**config.mk**
```make
export PLATFORM = sky130hd
export DESIGN_NAME = nexthop_dispatch
export DESIGN_NICKNAME = d
export VERILOG_FILES = /design/src/rtl/nexthop_dispatch.sv
export SDC_FILE = /design/constraint.sdc
export NUM_CORES = 1
export LEC_CHECK = 0
export BUFFER_PORTS_ARGS = -buffer_cell sky130_fd_sc_hd__buf_2
export CAP_MARGIN = 20
export CORE_MARGIN = 8
export CORE_UTILIZATION = 52
export CTS_CLUSTER_DIAMETER = 150
export CTS_CLUSTER_SIZE = 16
export DETAILED_ROUTE_END_ITERATION = 10
export GPL_TIMING_DRIVEN = 1
export PLACE_DENSITY = 0.85
export SETUP_SLACK_MARGIN = 0.5
export SYNTH_ARGS = -nofsm -noshare
export SYNTH_HDL_FRONTEND = slang
export SYNTH_SLANG_ARGS = --single-unit
```
**constraint.sdc**
```tcl
create_clock -name clk -period 5.05 [get_ports clk]
set_input_delay 0.2525 -clock clk [delete_from_list [all_inputs] [get_ports clk]]
set_output_delay 0.2525 -clock clk [all_outputs]
set_load 0.01 [all_outputs]
```
**src/rtl/nexthop_dispatch.sv**
```systemverilog
// nexthop_dispatch: per-input NoC packet dispatcher.
// Captures one packet, drives the next-hop lookup, waits a fixed latency,
// checks that the chosen route is one-hot and hands the packet to exactly
// one output port over valid/ready (or drops it on a bad route).
//
// Ports:
//   clk, rst          clock, async active-low reset
//   in_valid/in_ready input packet handshake
//   in_hit            1 = use lk_nhop, 0 = use lk_mem_nhop
//   in_dest, in_data  packet destination and payload
//   lk_addr           address presented to the next-hop lookup
//   lk_nhop           lookup route select (directory hit)
//   lk_mem_nhop       route select toward the memory node (miss)
//   out_valid         per-port valid, at most one bit set
//   out_ready         per-port ready
//   out_dest/out_data captured packet fields
//   busy              state is not IDLE
//   sent_cnt          delivered packets, saturating
//   route_err_cnt     dropped packets (non-one-hot route), saturating
module nexthop_dispatch #(
    parameter int DESTWIDTH    = 8,
    parameter int NEXTHOPWIDTH = 4,
    parameter int DATAWIDTH    = 32,
    parameter int CNTWIDTH     = 16,
    parameter int LOOKUP_LAT   = 2
) (
    input  logic                    clk,
    input  logic                    rst,
    input  logic                    in_valid,
    output logic                    in_ready,
    input  logic                    in_hit,
    input  logic [DESTWIDTH-1:0]    in_dest,
    input  logic [DATAWIDTH-1:0]    in_data,
    output logic [DESTWIDTH-1:0]    lk_addr,
    input  logic [NEXTHOPWIDTH-1:0] lk_nhop,
    input  logic [NEXTHOPWIDTH-1:0] lk_mem_nhop,
    output logic [NEXTHOPWIDTH-1:0] out_valid,
    input  logic [NEXTHOPWIDTH-1:0] out_ready,
    output logic [DESTWIDTH-1:0]    out_dest,
    output logic [DATAWIDTH-1:0]    out_data,
    output logic                    busy,
    output logic [CNTWIDTH-1:0]     sent_cnt,
    output logic [CNTWIDTH-1:0]     route_err_cnt
);

    localparam int LATW = 2;
    localparam logic [LATW-1:0] LAT_INIT = LATW'(LOOKUP_LAT - 1);
    localparam logic [LATW-1:0] LAT_ONE  = LATW'(1);
    localparam logic [NEXTHOPWIDTH-1:0] NH_ONE = NEXTHOPWIDTH'(1);
    localparam logic [CNTWIDTH-1:0] CNT_ONE = CNTWIDTH'(1);
    localparam logic [CNTWIDTH-1:0] CNT_MAX = '1;

    typedef enum logic [1:0] {
        IDLE,
        LOOKUP,
        SEND,
        DROP
    } state_t;

    state_t state_q;
    state_t state_d;

    logic [LATW-1:0]         lat_q;
    logic                    hit_q;
    logic [NEXTHOPWIDTH-1:0] route_q;
    logic [NEXTHOPWIDTH-1:0] route_d;
    logic                    route_ok;
    logic                    lat_done;
    logic                    capture;
    logic                    handshake;

    // Route candidate as seen on the sampling edge.
    assign route_d = hit_q ? lk_nhop : lk_mem_nhop;

    // One-hot: nonzero and clearing the lowest set bit leaves nothing.
    assign route_ok = (route_d != '0) &&
                      ((route_d & (route_d - NH_ONE)) == '0);

    assign lat_done = (lat_q == '0);
    assign capture  = (state_q == IDLE) && in_valid;

    // Only the selected port's ready matters; route_q is one-hot in SEND.
    assign handshake = (state_q == SEND) && ((route_q & out_ready) != '0);

    always_ff @(posedge clk or negedge rst) begin
        if (!rst) begin
            state_q <= IDLE;
        end else begin
            state_q <= state_d;
        end
    end

    always_comb begin
        state_d   = state_q;
        in_ready  = 1'b0;
        busy      = 1'b1;
        out_valid = '0;
        unique case (state_q)
            IDLE: begin
                in_ready = 1'b1;
                busy     = 1'b0;
                if (in_valid) begin
                    state_d = LOOKUP;
                end
            end
            LOOKUP: begin
                if (lat_done) begin
                    state_d = route_ok ? SEND : DROP;
                end
            end
            SEND: begin
                out_valid = route_q;
                if (handshake) begin
                    state_d = IDLE;
                end
            end
            DROP: begin
                state_d = IDLE;
            end
            default: begin
                state_d = IDLE;
            end
        endcase
    end

    // Packet capture, latency counter and route register.
    always_ff @(posedge clk or negedge rst) begin
        if (!rst) begin
            lk_addr  <= '0;
            out_dest <= '0;
            out_data <= '0;
            hit_q    <= 1'b0;
            lat_q    <= '0;
            route_q  <= '0;
        end else begin
            if (capture) begin
                lk_addr  <= in_dest;
                out_dest <= in_dest;
                out_data <= in_data;
                hit_q    <= in_hit;
                lat_q    <= LAT_INIT;
            end
            if (state_q == LOOKUP) begin
                if (lat_done) begin
                    route_q <= route_d;
                end else begin
                    lat_q <= lat_q - LAT_ONE;
                end
            end
        end
    end

    // Saturating status counters.
    always_ff @(posedge clk or negedge rst) begin
        if (!rst) begin
            sent_cnt      <= '0;
            route_err_cnt <= '0;
        end else begin
            if (handshake && (sent_cnt != CNT_MAX)) begin
                sent_cnt <= sent_cnt + CNT_ONE;
            end
            if ((state_q == DROP) && (route_err_cnt != CNT_MAX)) begin
                route_err_cnt <= route_err_cnt + CNT_ONE;
            end
        end
    end

endmodule

```
==> metrics.cfg, run 1 <==
[placement]
io_buffers = 141
hpwl_um = 6120
gp_congestion = 0.757
post-place-cells = 483

[floorplan]
start_util_pct = 52.7
rows = 30
core_um2 = 6680
die_w_um = 98.3
die_y_um = 98.3
io-pin-count = 142
die_area_um2 = 9660

[synthesis]
synth_top_cell_by_area = dfrtp_1
syn_inst = 279
synth_edf_count = 0
ys.flop_type = dfrtp_1
synthArstFlopShare_pct = 100
synth_top_area_share_pct = 57.5
ys_seq_area_share_pct = 57.5
yosys_warnings = 0
synth.area.top_cells = dfrtp_1 58%, mux2_2 15%, xnor2_1 4.2%, xor2_1 2.7%, nand3_1 2.7%
synth_seq_cells = 81
syn_nets = 337
yosysUniqueCellTypes = 37
yosysMostFrequentCell = dfrtp_1
netlist_top_cells_count = 81 x dfrtp_1, 47 x mux2_2, 19 x nand3_1, 17 x xnor2_1, 16 x nor2_1
synth.cell_area_um2 = 3520
syn_area_per_cell_um2 = 12.6

[worst_setup_path]
reg2reg_from = sent_cnt[0]$_DFFE_PN0P_
crit_fanout = 11
criticalPathCategory = reg2reg
startpoint = sent_cnt[0]$_DFFE_PN0P_
reg2reg_to = sent_cnt[1]$_DFFE_PN0P_
cp.arrival_ns = 2.44
start_kind = flip-flop
worstSetupEndpointType = flip-flop
rrSetupSlack_ns = 2.84
required_ns = 5.28
cp-endpoint = sent_cnt[1]$_DFFE_PN0P_
rr_worst_depth = 5

[power_and_ir_drop]
p_leak_nw = 2.24
finalPower_w = 0.00240
power.density_nw_per_um2 = 537
ir_worst_vdd_mv = 0.330

[layout]
fin_util_pct = 66.8
num-nets-final = 474
diodes = 0
area_growth_pct = 26.7
num-fill-cells = 527
seq_area_um2 = 2030
final_cells = 500
multi_input_area_um2 = 1380
drive_gt1_share_pct = 49.5

[timing]
finalHoldViolations = 0
clock_skew_ns = 0.00657
maxSlewHeadroom_pct = 39.8
rsz0062_at_grt = false
fin_crit_ns = 2.21
tightest_slew_ns = 0.903
holdWs_ns = 0.141
drv_slew = 0
fmax_mhz = 453
setup_tns_ns = 0
setup_viol = 0
min_period_over_period_pct = 43.7

[clock_network]
cts.repair.resized = 0
postCtsSetupBuffers = 0
numCtsBuffers = 9
cts_sinks = 81
htree_num_levels = 3
path_clk_slew_ns = 0.08
tritoncts = built
clk_latency_ns = 0.34
clock_path_buffers = 2
cts_root_buf = clkbuf_8

[route]
antenna_left = 0
wl_um = 8040
firstDrtPassIters = 4
num_vias = 2588
routed_via_density = 5.18
routedWlPerCell_um = 16.1
drt-initial-drc-count = 66
drc = 0

[global_routing]
grt_pass1_vias = 2670
grt_first_pass_wirelength_um = 13100
grtUsageTotal_pct = 16.8
top_usage_layer = met2
met2_usage_pct = 27.8
grt_util_met3_pct = 6.83
gr-total-overflow = 0
met1_usage_pct = 19.1
grt_max_degree = 82
antenna_found_initial = 0

[min_path]
whs_path_depth = 2
hp-class = in2reg

[run]
drv_cap = 0

[outcome]
status = finished clean

==> metal layers <==
| metal | up-vias | share of wire (%) | routed length, µm |
|---|---|---|---|
| met4 | 0 | 1.2 | 94 |
| met5 | - | 0 | 0 |
| met1 | 1249 | 40 | 3250 |
| met3 | 9 | 7.9 | 639 |
| met2 | 84 | 50 | 4060 |
| li1 | 1246 | - | - |
==> how the worst min path moves through the flow <==
stage	from	end	slack (ns)
after floorplan	rst	hit_q$_DFFE_PN0P_	-0.04
after global placement	rst	route_err_cnt[14]$_DFFE_PN0P_	0.47
after detailed placement	route_err_cnt[10]$_DFFE_PN0P_	route_err_cnt[10]$_DFFE_PN0P_	0.48
after CTS	rst	route_err_cnt[11]$_DFFE_PN0P_	0.12
after global routing	in_dest[2]	out_dest[2]$_DFFE_PN0P_	0.12
final	in_data[22]	out_data[22]$_DFFE_PN0P_	0.14
==> power breakdown <==
group | internal (W) | total [W] | switching (W) | leakage, nW
clock | 0.000252 | 0.000467 | 0.000215 | 0.102
combinational | 0.000444 | 0.000884 | 0.000440 | 1.12
sequential | 0.000880 | 0.00105 | 0.000168 | 1.01
==> layout by cell type (no fill, tap or decap), types with 2 or more instances in the layout <==
master and count:
buf_2 140, dfrtp_1 81, mux2_2 47, nand3_1 19
xnor2_1 17, nor2_1 16, nand2_1 12, xor2_1 11
clkbuf_8 11, inv_1 5, and2_1 5, a21oi_1 5
nand4_1 5, and3_1 4, mux2i_1 4, and4_1 3
nor3_1 3, nand2b_1 2, a311oi_1 2, nor3b_1 2
a22o_1 2, ha_1 2, clkinv_2 2
==> cells by family after synthesis <==
group,count (synthesis),synth area share [%]
adders and majority gates,2,0.710
xor gates and xnor gates,28,6.96
AOI/OAI and AO/OA,16,3.02
muxes,51,16.2
DFF,81,57.5
buffers and inverters,22,3.41
and+or+nand+nor,79,12.2
==> area by class of cell <==
class | count | area share (%)
flip-flops and latches | 81 | 45.4
multi-input cells | 176 | 30.8
repair buffers | 143 | 16.7
clock buffers | 12 | 3.48
well taps | 80 | 2.24
clock inverters | 3 | 0.897
inverters | 5 | 0.421
==> registers in the layout (all words and copies together), names as in the netlist <==
| register | cells |
|---|---|
| out_data | 32 |
| route_err_cnt | 16 |
| sent_cnt | 16 |
| out_dest | 8 |
| route_q | 4 |
| lat_q | 2 |
| state_q | 2 |
| hit_q | 1 |
==> critical path: stages, from the launching register on <==
cell and delay, ns:
dfrtp_1 0.46, ha_1 0.25, nand3_1 0.15, nor4_1 0.49, a21oi_1 0.39, mux2_2 0.37
==> per-stage QoR <==
stage	setup WS, ns	instance area (µm²)
detailed placement	2.86	4230
global placement	2.93	4230
floorplan	3.20	3520
global route	2.66	4460
CTS	2.86	4430
finish	2.84	4460
==> repair_timing <==
item | 4_1_cts | 5_1_grt
endpoints found under the setup margin | 0 | 0
hold buffers | 0 | 1
endpoints found under the hold margin | 0 | 16
Note: power is estimated with default switching activity, not from simulation.
==> inputs of run 2 (changes only) <==
Settings changed: CORE_UTILIZATION 52 to 44, PLACE_DENSITY 0.85 to 0.77.
Clock period 5.05 ns to 1.9 ns, I/O delays scaled along.
==> metrics.cfg, run 2 (synthesized netlist as in run 1, its figures left out) <==
[global_routing]
grt_first_pass_wirelength_um = 16700  ; +27%
grt_max_degree = 67  ; -18%
grtUsageTotal_pct = 18.5  ; +1.7 points
gr-total-overflow = 0  ; unchanged
antenna_found_initial = 0  ; unchanged
grt_pass1_vias = 3249  ; +22%

[route]
drc = 0  ; unchanged
routedWlPerCell_um = 17.2  ; +7.0%
drt-initial-drc-count = 116  ; +76%
routed_via_density = 4.93  ; -4.8%
num_vias = 3081  ; +19%
antenna_left = 0  ; unchanged
firstDrtPassIters = 4  ; unchanged
wl_um = 10800  ; +34%

[clock_network]
clock_path_buffers = 2  ; unchanged
cts_root_buf = clkbuf_8
numCtsBuffers = 9  ; unchanged
tritoncts = built
path_clk_slew_ns = 0.08  ; about the same
clk_latency_ns = 0.34  ; about the same
htree_num_levels = 3  ; unchanged
cts_sinks = 81  ; unchanged

[worst_setup_path]
worst_path_max_delay_cell = or4_4
reg2reg_to = sent_cnt[15]$_DFFE_PN0P_
rrSetupSlack_ns = 0.20  ; -2.64 ns
cp-endpoint = sent_cnt[15]$_DFFE_PN0P_
cp_cell_sequence = buf_6 -> nand2_4 -> or4_4 -> nor4b_4 -> nand3_1 -> xnor2_1
crit_family = simple AND/OR/NAND/NOR gates
path_buf_inv = 1  ; +1
cp.depth = 6  ; +1
cp.arrival_ns = 1.92  ; -0.52 ns
crit_path_max_incr_delay_ns = 0.43  ; -0.06 ns
crit_fanout = 3  ; -8
criticalPathCategory = reg2reg
startpoint = sent_cnt[1]$_DFFE_PN0P_
start_kind = flip-flop
rr_worst_depth = 6  ; +1
reg2reg_from = sent_cnt[1]$_DFFE_PN0P_
worstSetupEndpointType = flip-flop
required_ns = 2.12  ; -3.16 ns

[layout]
diodes = 0  ; unchanged
final_cell_mix = 135 x buf_2, 74 x dfrtp_1, 42 x dlygate4sd3_1
drive_gt1_share_pct = 60.6  ; +11 points
area_growth_pct = 71.0
largest_register_ffs = 32  ; unchanged
seq_area_um2 = 2040  ; +0.43%
postLayoutCellArea_um2 = 6020  ; +35%
num-fill-cells = 452  ; -14%
final_common_cell = buf_2
num-nets-final = 576  ; +22%
fin_util_pct = 77.9  ; +11 points
largestRegisters = out_data (32), route_err_cnt (16), sent_cnt (16)
top_register = out_data
multi_input_area_um2 = 1830  ; +33%

[power_and_ir_drop]
p_seq_share_pct = 35.2  ; -8.5 points
clock_power_share_pct = 17.0  ; -2.5 points
netSwitchingFraction_pct = 33.5  ; -0.84 points
p_int_w = 0.00535  ; +240%
p_leak_nw = 2.99  ; +34%
ir_worst_vdd_mv = 0.714  ; +120%
p_comb_share_pct = 47.7  ; +11 points
switching_power_w = 0.00269  ; +230%
finalPower_w = 0.00805  ; +240%
power.density_nw_per_um2 = 1340  ; +150%

[floorplan]
start_util_pct = 45.6  ; -7.1 points
rows = 32  ; +6.7%
die_y_um = 105  ; +7.3%
die_area_um2 = 11100  ; +15%
io-pin-count = 142  ; unchanged
core_um2 = 7730  ; +16%
die_w_um = 105  ; +7.3%

[outcome]
status = finished clean

[timing]
tightest_slew_ns = 0.816  ; -0.0873 ns
min_period_over_period_pct = 89.3  ; +46 points
fmax_mhz = 589  ; +30%
fin_crit_ns = 1.70  ; -0.512 ns
maxSlewHeadroom_pct = 45.6  ; +5.8 points
clock_skew_ns = 0.0119  ; +0.00534 ns
holdWs_ns = 0.101  ; -0.0397 ns
drv_slew = 0  ; unchanged
setup_tns_ns = 0  ; unchanged
rsz0062_at_grt = true
setup_viol = 0  ; unchanged
finalHoldViolations = 0  ; unchanged

[placement]
placed_cell_area_um2 = 4650  ; +9.9%
gp_congestion = 0.786  ; +3.8%
hpwl_um = 6470  ; +5.7%
io_buffers = 141  ; unchanged

[min_path]
hp-class = in2reg

[run]
drv_cap = 0  ; unchanged

run 2: cell types whose count changed in the layout (fill, tap and decap cells not counted), moves of 5 or more:
| cell | delta |
|---|---|
| buf_4 | +40 |
| dlygate4sd3_1 | +41 |
| nand3_2 | +5 |
| buf_6 | +18 |
| nand3_1 | -8 |
| buf_2 | -5 |
| mux2_2 | -41 |
| dfrtp_2 | +7 |
| mux2_4 | +41 |
| and2_4 | +5 |
| dfrtp_1 | -7 |
run 2: through the flow:
step | instances | worst slack, ns
3_3_place_gp | 518 | 0.136
2_1_floorplan | 279 | 0.110
5_1_grt | 625 | 0.115
3_5_place_dp | 518 | 0.0598
4_1_cts | 610 | 0.218
6_report | 625 | 0.203
run 2: per-layer routing:
| metal | vias up | wire length [µm] | GRT usage, % |
|---|---|---|---|
| met3 | 10 | 678 | 5.12 |
| met4 | 0 | 116 | 6.12 |
| li1 | 1437 | - | - |
| met1 | 1532 | 4160 | 20.1 |
| met5 | - | 0 | 0 |
| met2 | 102 | 5810 | 33.7 |
run 2: how the worst min path moves through the flow:
stage | startpoint | endpoint | slack [ns] | depth (start not counted)
6_report | lk_mem_nhop[2] | route_q[2]$_DFFE_PN0P_ | 0.10 | 3
3_3_place_gp | rst | route_err_cnt[12]$_DFFE_PN0P_ | 0.23 | 1
3_5_place_dp | rst | route_err_cnt[14]$_DFFE_PN0P_ | 0.24 | 1
4_1_cts | lk_nhop[0] | route_q[0]$_DFFE_PN0P_ | 0.08 | 3
2_1_floorplan | rst | hit_q$_DFFE_PN0P_ | -0.20 | 0
5_1_grt | lk_mem_nhop[2] | route_q[2]$_DFFE_PN0P_ | 0.09 | 3
run 2: worst register-to-register path, delay by kind of cell, from the launching register on:
| kind | cells | cell delay [ns] |
|---|---|---|
| AND/OR/NAND/NOR | 4 | 0.89 |
| flip-flops | 1 | 0.42 |
| XOR/XNOR | 1 | 0.14 |
| buffers and inverters | 1 | 0.13 |
run 2: layout make-up:
| type | count | area share [%] |
|---|---|---|
| inverter | 5 | 0.312 |
| clock buffer | 12 | 2.41 |
| tap | 102 | 2.12 |
| clock inverter | 4 | 1.27 |
| multi-input combinational | 176 | 30.4 |
| timing repair buffer | 245 | 29.7 |
| sequential | 81 | 33.8 |
run 2: repair_timing:
action | in CTS | in global routing
endpoints found under the setup margin | 73 | 80
hold buffers | 42 | 0
pin swaps | 21 | 18
resized for setup | 42 | 30
buffers inserted | 32 | 14
hold endpoints to repair | 105 | 0
cloned | 2 | 1
run 2: power by group through the flow:
stage	sequential (W)	clock (W)	combinational (W)
floorplan	0.00302	0	0.00178
global placement	0.00279	0	0.00285
detailed placement	0.00284	0	0.00289
CTS	0.00279	0.00141	0.00360
global route	0.00291	0.00149	0.00411
finish	0.00283	0.00137	0.00384
==> inputs of run 3 (changes only) <==
Settings changed: ABC_AREA from default to 1, CORE_UTILIZATION 44 to 46.
==> metrics.cfg, run 3 <==
[outcome]
status = finished clean

[timing]
setup_viol = 0  ; unchanged
fin_ws_ns = 0.430  ; +0.227 ns
tightest_slew_ns = 0.304  ; -0.511 ns
drv_slew = 0  ; unchanged
clock_skew_ns = 0.0118  ; -0.0000839 ns
setup_tns_ns = 0  ; unchanged
rsz0062_at_grt = true
finalHoldViolations = 0  ; unchanged
fin_crit_ns = 1.47  ; -0.227 ns
fmax_mhz = 680  ; +15%
maxSlewHeadroom_pct = 79.7  ; +34 points
min_period_over_period_pct = 77.4  ; -12 points

[synthesis]
yosysUniqueCellTypes = 27  ; -27%
synth.area.top_cells = dfrtp_1 49%, nand2_1 17%, mux2_2 5.9%, mux2_1 4.9%, nor2_1 3.7%
synth_edf_count = 0  ; unchanged
synth_top_area_share_pct = 48.6  ; -9.0 points
synth.cell_area_um2 = 4170  ; +18%
syn_nets = 537  ; +59%
netlist_top_cells_count = 185 x nand2_1, 81 x dfrtp_1, 41 x nor2_1, 33 x inv_1, 22 x mux2_2
ys.flop_type = dfrtp_1
yosys_warnings = 0  ; unchanged
syn_inst = 479  ; +72%
synthArstFlopShare_pct = 100  ; unchanged
synth_seq_cells = 81  ; unchanged
ys_seq_area_share_pct = 48.6  ; -9.0 points
yosysMostFrequentCell = nand2_1
synth_top_cell_by_area = dfrtp_1
syn_area_per_cell_um2 = 8.71  ; -31%

[worst_setup_path]
worst_path_max_delay_cell = dfrtp_2
required_ns = 2.13  ; about the same
reg2reg_to = route_err_cnt[10]$_DFFE_PN0P_
rrSetupSlack_ns = 0.43  ; +0.23 ns
worstSetupEndpointType = flip-flop
reg2reg_from = route_err_cnt[13]$_DFFE_PN0P_
criticalPathCategory = reg2reg
start_kind = flip-flop
crit_fanout = 6  ; +3
cp_cell_sequence = nand2_2 -> nor2_1 -> nand3_2 -> o21ai_4 -> buf_12 -> inv_4 -> nand2_1 -> nand2_1
cp.arrival_ns = 1.70  ; -0.22 ns
rr_worst_depth = 8  ; +2
cpMostUsedCell = nand2_1
crit_path_max_incr_delay_ns = 0.43  ; about the same
startpoint = route_err_cnt[13]$_DFFE_PN0P_

[min_path]
min_from = lk_mem_nhop[1]
holdPathEnd = route_q[1]$_DFFE_PN0P_
hp-class = in2reg
whs_path_depth = 5  ; +2

[global_routing]
gr-total-overflow = 0  ; unchanged
grt_first_pass_wirelength_um = 18900  ; +13%
grt_max_degree = 41  ; -39%
grt_pass1_vias = 4025  ; +24%
antenna_found_initial = 0  ; unchanged
grtUsageTotal_pct = 18.1  ; -0.36 points

[route]
antenna_left = 0  ; unchanged
routed_via_density = 4.92  ; -0.10%
firstDrtPassIters = 4  ; unchanged
routedWlPerCell_um = 15.1  ; -12%
drc = 0  ; unchanged
num_vias = 4043  ; +31%
wl_um = 12400  ; +15%
drt-initial-drc-count = 149  ; +28%

[layout]
num-nets-final = 766  ; +33%
top_register = out_data
final_common_cell = nand2_1
final_cell_mix = 174 x nand2_1, 140 x buf_2, 62 x dfrtp_1
postLayoutCellArea_um2 = 6180  ; +2.7%
largest_register_ffs = 32  ; unchanged
diodes = 0  ; unchanged
area_growth_pct = 48.2
final_cells = 821  ; +31%
largestRegisters = out_data (32), route_err_cnt (16), sent_cnt (16)
drive_gt1_share_pct = 42.2  ; -18 points

[power_and_ir_drop]
ir_worst_vdd_mv = 0.822  ; +15%
p_leak_nw = 3.25  ; +8.9%
power.density_nw_per_um2 = 1200  ; -10%

[clock_network]
htree_num_levels = 3  ; unchanged
numCtsBuffers = 9  ; unchanged
cts_sinks = 81  ; unchanged
clk_latency_ns = 0.35  ; about the same
tritoncts = built
cts_root_buf = clkbuf_8
clock_path_buffers = 2  ; unchanged
path_clk_slew_ns = 0.09  ; about the same

[placement]
pre_cts_ws_ns = 0.305  ; +0.245 ns
post-place-cells = 716  ; +38%
gp_congestion = 0.904  ; +15%
hpwl_um = 7790  ; +20%
io_buffers = 141  ; unchanged
placed_cell_area_um2 = 4970  ; +7.0%

[floorplan]
rows = 34  ; +6.3%
core_um2 = 8760  ; +13%
die_area_um2 = 12400  ; +11%
io-pin-count = 142  ; unchanged
die_w_um = 111  ; +5.5%
start_util_pct = 47.6  ; +2.0 points
die_y_um = 111  ; +5.5%

[run]
drv_cap = 0  ; unchanged

run 3: per-stage QoR:
stage	power, W	hold WS (ns)	util, %
after CTS	0.00725	0.110	67.4
after floorplan	0.00452	-0.201	-
after global placement	0.00538	0.00334	56.8
final	0.00743	0.122	70.6
after detailed placement	0.00550	0.00394	56.8
after global routing	0.00789	0.162	70.6
run 3: cell type report:
cell class              instances  area (µm²)
clock buffers                   9         124
clock inverters                 7         101
fillers                       636        2580
inverters                      40         158
multi-input cells             341        2010
flip-flops and latches         81        2050
well taps                     108         135
repair buffers                234        1600
repair inverters                1        6.26
run 3: cell families after synthesis:
kind of cell,share of synthesized area [%]
adder cells (fa/ha/maj),0.600
multiplexers,10.8
buffers and inverters,6.72
XOR/XNOR,4.20
AO/OA/AOI/OAI,2.46
AND/OR/NAND/NOR,26.6
flip-flops,48.6
run 3: what timing repair did:
action / in CTS / in global routing
pin swaps: 6 / 21
cloned: 1 / 2
setup endpoints to repair: 67 / 66
endpoints found under the hold margin: 113 / 0
resized for setup: 16 / 46
setup buffers: 27 / 16
hold buffers: 43 / 0
run 3: critical path: cells and delay by family, from the launching register on:
family | cells | cell delay (ns)
AND/OR/NAND/NOR | 5 | 0.51
AO/OA/AOI/OAI | 1 | 0.21
buffers and inverters | 2 | 0.20
flip-flops | 1 | 0.43
run 3: worst max-delay path by stage:
stage	slack [ns]	endpoint	cells after the start
after floorplan	0.37	route_err_cnt[11]$_DFFE_PN0P_	9
after global placement	0.39	route_err_cnt[0]$_DFFE_PN0P_	7
after detailed placement	0.31	route_err_cnt[0]$_DFFE_PN0P_	7
after CTS	0.49	route_err_cnt[0]$_DFFE_PN0P_	7
after global routing	0.38	route_err_cnt[15]$_DFFE_PN0P_	8
final	0.43	route_err_cnt[10]$_DFFE_PN0P_	8
run 3: where the power goes:
part	switching (W)	internal, W	total [W]
logic	0.00168	0.00151	0.00319
registers	0.000462	0.00235	0.00281
clock network	0.000676	0.000752	0.00143
run 3: routing by layer:
layer / wire (µm) / global-route usage (%) / vias to the layer above
li1: - / - / 1944
met2: 6440 / 31.8 / 138
met4: 275 / 6.93 / 0
met1: 4780 / 19.9 / 1938
met3: 911 / 5.57 / 23
met5: 0 / 0 / -
